`config.mk`:
```
export PLATFORM = sky130hd
export DESIGN_NAME = one_bit_one_to_four_tdm_demux
export DESIGN_NICKNAME = d
export VERILOG_FILES = /design/src/rtl/one_bit_one_to_four_tdm_demux.sv
export SDC_FILE = /design/constraint.sdc
export NUM_CORES = 1
export LEC_CHECK = 0
export CAP_MARGIN = 20
export CORE_MARGIN = 2
export CORE_UTILIZATION = 40
export CTS_CLUSTER_SIZE = 20
export DETAILED_ROUTE_END_ITERATION = 12
export HOLD_SLACK_MARGIN = 0.02
export SLEW_MARGIN = 20
export SYNTH_ARGS = -nofsm -noshare
export SYNTH_HDL_FRONTEND = slang
export SYNTH_SLANG_ARGS = --single-unit
```
`constraint.sdc`:
```
create_clock -name clk -period 4.1 [get_ports clk]
set_input_delay 0.82 -clock clk [delete_from_list [all_inputs] [get_ports clk]]
set_output_delay 0.82 -clock clk [all_outputs]
set_load 0.005 [all_outputs]
```
`src/rtl/one_bit_one_to_four_tdm_demux.sv`:
```
// ---------------------------------------------------------------------------
// one_bit_one_to_four_tdm_demux
//
// Receive side of a 1-bit 4:1 time-division serializer. One serial bit is
// taken per enabled cycle. A sync marker identifies slot 0. The block tracks
// the slot index, reassembles channels a/b/c/d into registered parallel
// outputs, and reports framing errors.
//
// Ports:
//   clk          rising-edge clock
//   reset_n      synchronous active-low reset
//   en           slot strobe; din/sync are sampled only when en=1
//   din          serial data bit for the current slot
//   sync         marks din as slot 0 (channel a)
//   a, b, c, d   registered channels for slots 0..3
//   frame_valid  one-cycle pulse: a..d were just updated with a full frame
//   locked       1 while in state LOCKED
//   sync_err     one-cycle pulse: sync seen at a nonzero slot while LOCKED
//   s1, s0       current expected slot index (s1 is MSB)
//   parity_err   one-cycle pulse: parity slot mismatch (DEMUX_PARITY_EN only)
//
// Optional feature macro: DEMUX_PARITY_EN
//   Adds a fifth slot carrying even parity over a..d. The outputs update only
//   when the parity bit matches; otherwise parity_err pulses and a..d hold.
//
// States:
//   HUNT   | waiting for a sync marker; serial bits are ignored
//   LOCKED | slot counter running; flywheels over up to SYNC_MISS_MAX-1
//          | missing syncs at slot 0
// ---------------------------------------------------------------------------
module one_bit_one_to_four_tdm_demux #(
  parameter int SYNC_MISS_MAX = 2
) (
  input  logic clk,
  input  logic reset_n,
  input  logic en,
  input  logic din,
  input  logic sync,
  output logic a,
  output logic b,
  output logic c,
  output logic d,
  output logic frame_valid,
  output logic locked,
  output logic sync_err,
  output logic s0,
  output logic s1
`ifdef DEMUX_PARITY_EN
  ,
  output logic parity_err
`endif
);

`ifdef DEMUX_PARITY_EN
  localparam int CNT_W  = 3;
  localparam int HOLD_W = 4;
  localparam logic [CNT_W-1:0] LAST_SLOT = 3'd4;
`else
  localparam int CNT_W  = 2;
  localparam int HOLD_W = 3;
  localparam logic [CNT_W-1:0] LAST_SLOT = 2'd3;
`endif
  localparam logic [CNT_W-1:0] SLOT_ZERO = '0;
  localparam logic [CNT_W-1:0] SLOT_ONE  = CNT_W'(1);
  localparam logic [CNT_W-1:0] SLOT_TWO  = CNT_W'(2);
  localparam logic [3:0]       MISS_MAX  = 4'(SYNC_MISS_MAX);

  typedef enum logic {HUNT = 1'b0, LOCKED = 1'b1} state_t;

  state_t             state_q, state_d;
  logic [CNT_W-1:0]   slot_q, slot_d;
  logic [2:0]         miss_q, miss_d;
  logic [HOLD_W-1:0]  hold_q, hold_d;
  logic [3:0]         data_q, data_d;   // {a,b,c,d}
  logic               fv_q, fv_d;
  logic               se_q, se_d;
  logic               pe_q, pe_d;

  always_comb begin
    state_d = state_q;
    slot_d  = slot_q;
    miss_d  = miss_q;
    hold_d  = hold_q;
    data_d  = data_q;
    fv_d    = 1'b0;
    se_d    = 1'b0;
    pe_d    = 1'b0;

    if (en) begin
      case (state_q)
        HUNT: begin
          if (sync) begin
            hold_d[0] = din;
            slot_d    = SLOT_ONE;
            miss_d    = 3'd0;
            state_d   = LOCKED;
          end
        end
        LOCKED: begin
          if (sync && slot_q != SLOT_ZERO) begin
            // Early sync: drop the partial frame and restart on this bit.
            se_d      = 1'b1;
            hold_d[0] = din;
            slot_d    = SLOT_ONE;
            miss_d    = 3'd0;
          end else if (slot_q == SLOT_ZERO) begin
            if (sync) begin
              hold_d[0] = din;
              slot_d    = SLOT_ONE;
              miss_d    = 3'd0;
            end else if (({1'b0, miss_q} + 4'd1) < MISS_MAX) begin
              hold_d[0] = din;
              slot_d    = SLOT_ONE;
              miss_d    = miss_q + 3'd1;
            end else begin
              state_d = HUNT;
              slot_d  = SLOT_ZERO;
              miss_d  = 3'd0;
            end
          end else if (slot_q == LAST_SLOT) begin
            slot_d = SLOT_ZERO;
`ifdef DEMUX_PARITY_EN
            if (din == ^hold_q) begin
              data_d = {hold_q[0], hold_q[1], hold_q[2], hold_q[3]};
              fv_d   = 1'b1;
            end else begin
              pe_d = 1'b1;
            end
`else
            data_d = {hold_q[0], hold_q[1], hold_q[2], din};
            fv_d   = 1'b1;
`endif
          end else begin
            if (slot_q == SLOT_ONE) begin
              hold_d[1] = din;
            end else if (slot_q == SLOT_TWO) begin
              hold_d[2] = din;
            end
`ifdef DEMUX_PARITY_EN
            else begin
              hold_d[3] = din;
            end
`endif
            slot_d = slot_q + SLOT_ONE;
          end
        end
        default: state_d = HUNT;
      endcase
    end
  end

  always_ff @(posedge clk) begin
    if (!reset_n) begin
      state_q <= HUNT;
      slot_q  <= '0;
      miss_q  <= '0;
      hold_q  <= '0;
      data_q  <= '0;
      fv_q    <= 1'b0;
      se_q    <= 1'b0;
      pe_q    <= 1'b0;
    end else begin
      state_q <= state_d;
      slot_q  <= slot_d;
      miss_q  <= miss_d;
      hold_q  <= hold_d;
      data_q  <= data_d;
      fv_q    <= fv_d;
      se_q    <= se_d;
      pe_q    <= pe_d;
    end
  end

  assign a           = data_q[3];
  assign b           = data_q[2];
  assign c           = data_q[1];
  assign d           = data_q[0];
  assign frame_valid = fv_q;
  assign sync_err    = se_q;
  assign locked      = (state_q == LOCKED);
  assign s0          = slot_q[0];
  assign s1          = slot_q[1];
`ifdef DEMUX_PARITY_EN
  assign parity_err  = pe_q;
`else
  logic unused_pe;
  assign unused_pe   = pe_q;
`endif

endmodule

```
Yosys cells after proc, flatten, opt, wreduce, memory -nomap -nowiden
Index checks and enable logic that the tools add are counted.

Register bits after elaboration: 15. Latch bits: 0. Bits in writable memories: 0. Bits in read-only memories: 0. Memories kept: 0.

$add $sub $neg: 3. $mul: 0. Divide/modulo/power cells: 0. Order comparisons: 1. Eq/ne operators: 6. Shifts and indexed selects: 0. Multiplexer cells: 27. Bitwise logic cells: 7. Reductions and logical operators: 11.

Operators with widths (number): 2-to-1 mux 3 bit (5); 2-to-1 mux 1 bit (14); 2-to-1 mux 2 bit (4); inverter 1 bit (7); AND reduction 7 bit (1); case mux 3 bit (2 select lines) (1); AND reduction 3 bit (2); AND reduction 6 bit (1); AND reduction 5 bit (1); OR reduction 5 bit (1); adder 3 x 1 -> 4 bit (second input constant) (1); == test 2 bit (second input constant) (2); < comparator 4 x 2 -> 1 bit (second input constant) (1); != test 4 x 2 -> 1 bit (second input constant) (1); case mux 1 bit (2 select lines) (2); case mux 2 bit (2 select lines) (1); AND reduction 4 bit (1); adder 3 x 1 -> 3 bit (second input constant) (1); != test 3 x 1 -> 1 bit (second input constant) (1); adder 2 x 1 -> 2 bit (second input constant) (1); == test 2 x 1 -> 1 bit (second input constant) (1); logical NOT 2 bit (1); != test 2 bit (second input constant) (1); AND reduction 2 bit (1); 2 further kinds (2).

Depth between registers and ports, before layout
Word-level depth: 7. Mapped depth: 7. Mapped depth without buffers: 6.

Worst setup path before layout
OpenSTA, ideal clock, no wires.

Path kind: input -> register. Start: input en. End: register data_q[0]. Arrival time: 1.540 ns. Data required time: 3.983 ns. Path slack: 2.443 ns. Cell stages on the path: 4. Cell sequence: nand2_2 -> nor4b_4 -> mux2i_1 -> nor2_1.

Word-level cells in the longest chain between the ends: 1.

Ends and longest elaborated chain: start, declared (RTL line 36) `input logic en,`; AND reduction 5 bit (no source line); end signal, assigned (RTL line 167) `data_q <= data_d;`; end, declared (RTL line 74) `logic [3:0] data_q, data_d;`.

No other way between the ends. A chain may end at the register's enable or synchronous reset.

Final worst setup path
Start: register state_q (netlist: locked). End: output locked.

RTL lines: start, declared (RTL line 70) `state_t state_q, state_d;`; start signal, assigned (RTL line 163) `state_q <= state_d;`; end, declared (RTL line 44) `output logic locked,`.

No word-level cell between the ends.

==> impl_metrics.ini <==
[floorplanning]
die_h_um = 46.7
coreArea_um2 = 1730
num_io_pins = 14
dieArea_um2 = 2180
dieWidth_um = 46.7
rows = 15
initial_utilization = 0.422

[pwr]
power_density_nw_per_um2 = 298
finalPower_mw = 0.267
vdd_drop_max_mv = 0.212
leakage_nw = 0.360

[sta]
fin_tns_setup_ns = 0
period_share = 0.510
slew_violations = 0
relSlewSlack = 0.674
rsz0062_at_grt = no
fmax_mhz = 479
setup_viol = 0
fin_skew_ns = 0.00108
tightest_slew_ns = 0.484
hold_ws_ns = 0.471
hold_viol = 0
period_minus_slack_ns = 2.09

[synthesis]
yosys.area.top_type_share = 0.412
synth-main-ff-cell = dfxtp_1
synthMostInstantiatedCell = dfxtp_1
synth_edf_count = 0
synth.avg_cell_area_um2 = 9.71
synth_area_leaders = dfxtp_1, mux2i_1, ha_1
ys_types = 27
async_flop_share = 0
synth-seq-cells = 15
synthesis.area_um2 = 728
syn_nets = 85
seq_area_frac_synth = 0.412
yosysWarnings = 0
synth_common_cells = dfxtp_1, nand2_1, nor2_1
synth.largest_area_cell = dfxtp_1
syn-instance-count = 75

[finish]
fillerInstances = 183
stdcell_area_um2 = 895
area_growth_pct = 22.9
final_nets = 101
post-route-util = 0.518
diodes = 0
multiInputGateArea_um2 = 390
register_area_um2 = 300
drive_above_1_share = 0.122

[clock_network]
clk_pin_slew_ns = 0.09
cts_buffers = 3
post-cts-setup-buffers = 0
htreeDepth = 1
cts_repair_resize_count = 0
clk_latency_ns = 0.28
cts_tree = yes
clockRootBuffer = clkbuf_4
clock_path_buffers = 2
clock-sinks = 15
hold_buffers = 0

[grt]
grt_max_degree = 10
grt_overflow = 0
antenna_found_initial = 0
grt_pass1_wl_mm = 2.17
grt_pass1_vias = 531
grt_usage = 0.147

[setup_path]
worstPathRequired_ns = 3.28
crit_chain = clkdlybuf4s50_1
end_kind = output pin
crit_arrival_ns = 1.27
critPathMaxStageDelay_ns = 0.54
critPathKind = flop to output pin
path_delay_family = buffers and inverters
cp-start-kind = flop
critPathSlowestCell = clkdlybuf4s50_1
cp_num_buf_inv = 1
critical_path_peak_fanout = 7

[route]
firstDrtPassIters = 4
wirelength_mm = 1.31
vias = 556
post-route-drc-count = 0
avgRoutedWirePerCell_um = 11.4
ant_nets = 0
drt_iter0_drc = 4
vias_per_cell = 4.83

[placed_design]
gp_congestion = 0.721
io_buffers = 13
dp_hpwl_um = 995
dpl-instance-area_um2 = 867

[run_status]
status = finished, final reports clean

[hold_path]
hold_class = flop to flop

[flow_run]
maxCapViolCount = 0
## final timing paths
check                           cells past startpoint       from  slack (ns)         to
worst max-delay path                                1     locked        2.01     locked
worst min-delay path                                2  hold_q[0]        0.47  hold_q[0]
worst max register to register                      5  slot_q[0]        2.48  data_q[1]
worst min register to register                      2  hold_q[0]        0.47  hold_q[0]
## routing by layer
metal | global-route usage | part of all wire | routed length (um)
met5 | 0 | 0 | 0
met4 | 0.0500 | 0.0092 | 12
met3 | 0.0627 | 0.045 | 59
met2 | 0.222 | 0.47 | 618
met1 | 0.188 | 0.47 | 616
## cells by family after synthesis
| kind of cell | share of synthesized area |
|---|---|
| flip-flops | 0.412 |
| buffers and inverters | 0.0515 |
| AND/OR/NAND/NOR | 0.246 |
| AO/OA/AOI/OAI | 0.108 |
| adder cells (fa/ha/maj) | 0.0859 |
| multiplexers | 0.0962 |
## layout make-up
cell class / count / share of cell area
multi-input cells: 54 / 0.436
flip-flops and latches: 15 / 0.336
repair buffers: 13 / 0.145
well taps: 25 / 0.0350
clock buffers: 3 / 0.0252
inverters: 4 / 0.0168
clock inverters: 1 / 0.00559
## through the flow
step / std cells / setup WS (ns)
after global routing: 115 / 1.91
after detailed placement: 111 / 1.74
after floorplan: 75 / 2.44
final: 115 / 2.01
after global placement: 111 / 1.75
after CTS: 115 / 1.98
## worst min-delay path: cells and delay by family, from the launching register on
family,cells,cell delay (ns)
flip-flops,1,0.32
multiplexers,1,0.06
AND/OR/NAND/NOR,1,0.05
## state kept, by name, indices dropped and copies added (netlist names)
register,count
slot_q,2
miss_q,3
sync_err,1
locked,1
hold_q,3
frame_valid,1
data_q,4
## report_power, final
group,switching (mW),leakage [nW],internal (mW)
Sequential,0.00309,0.122,0.149
Combinational,0.0164,0.221,0.0149
Clock,0.0475,0.0177,0.0362
Total,0.0670,0.360,0.200
## cell usage in the layout, fill, tap and decap left out, drive strengths merged
| cell | instances |
|---|---|
| nand2 | 9 |
| and3b | 1 |
| nor3 | 1 |
| o2bb2ai | 1 |
| nand2b | 1 |
| nor4b | 1 |
| nor2 | 8 |
| dfxtp | 15 |
| a32oi | 2 |
| a41oi | 1 |
| and2 | 6 |
| or2 | 1 |
| clkdlybuf4s50 | 13 |
| nand3 | 1 |
| ha | 5 |
| nand4b | 1 |
| clkbuf | 3 |
| a21o | 1 |
| nand4 | 1 |
| o31ai | 1 |
| a221oi | 1 |
| mux2i | 7 |
| o21ai | 2 |
| a21oi | 2 |
| inv | 3 |
| clkinv | 2 |
(Power assumes the default switching activity.)
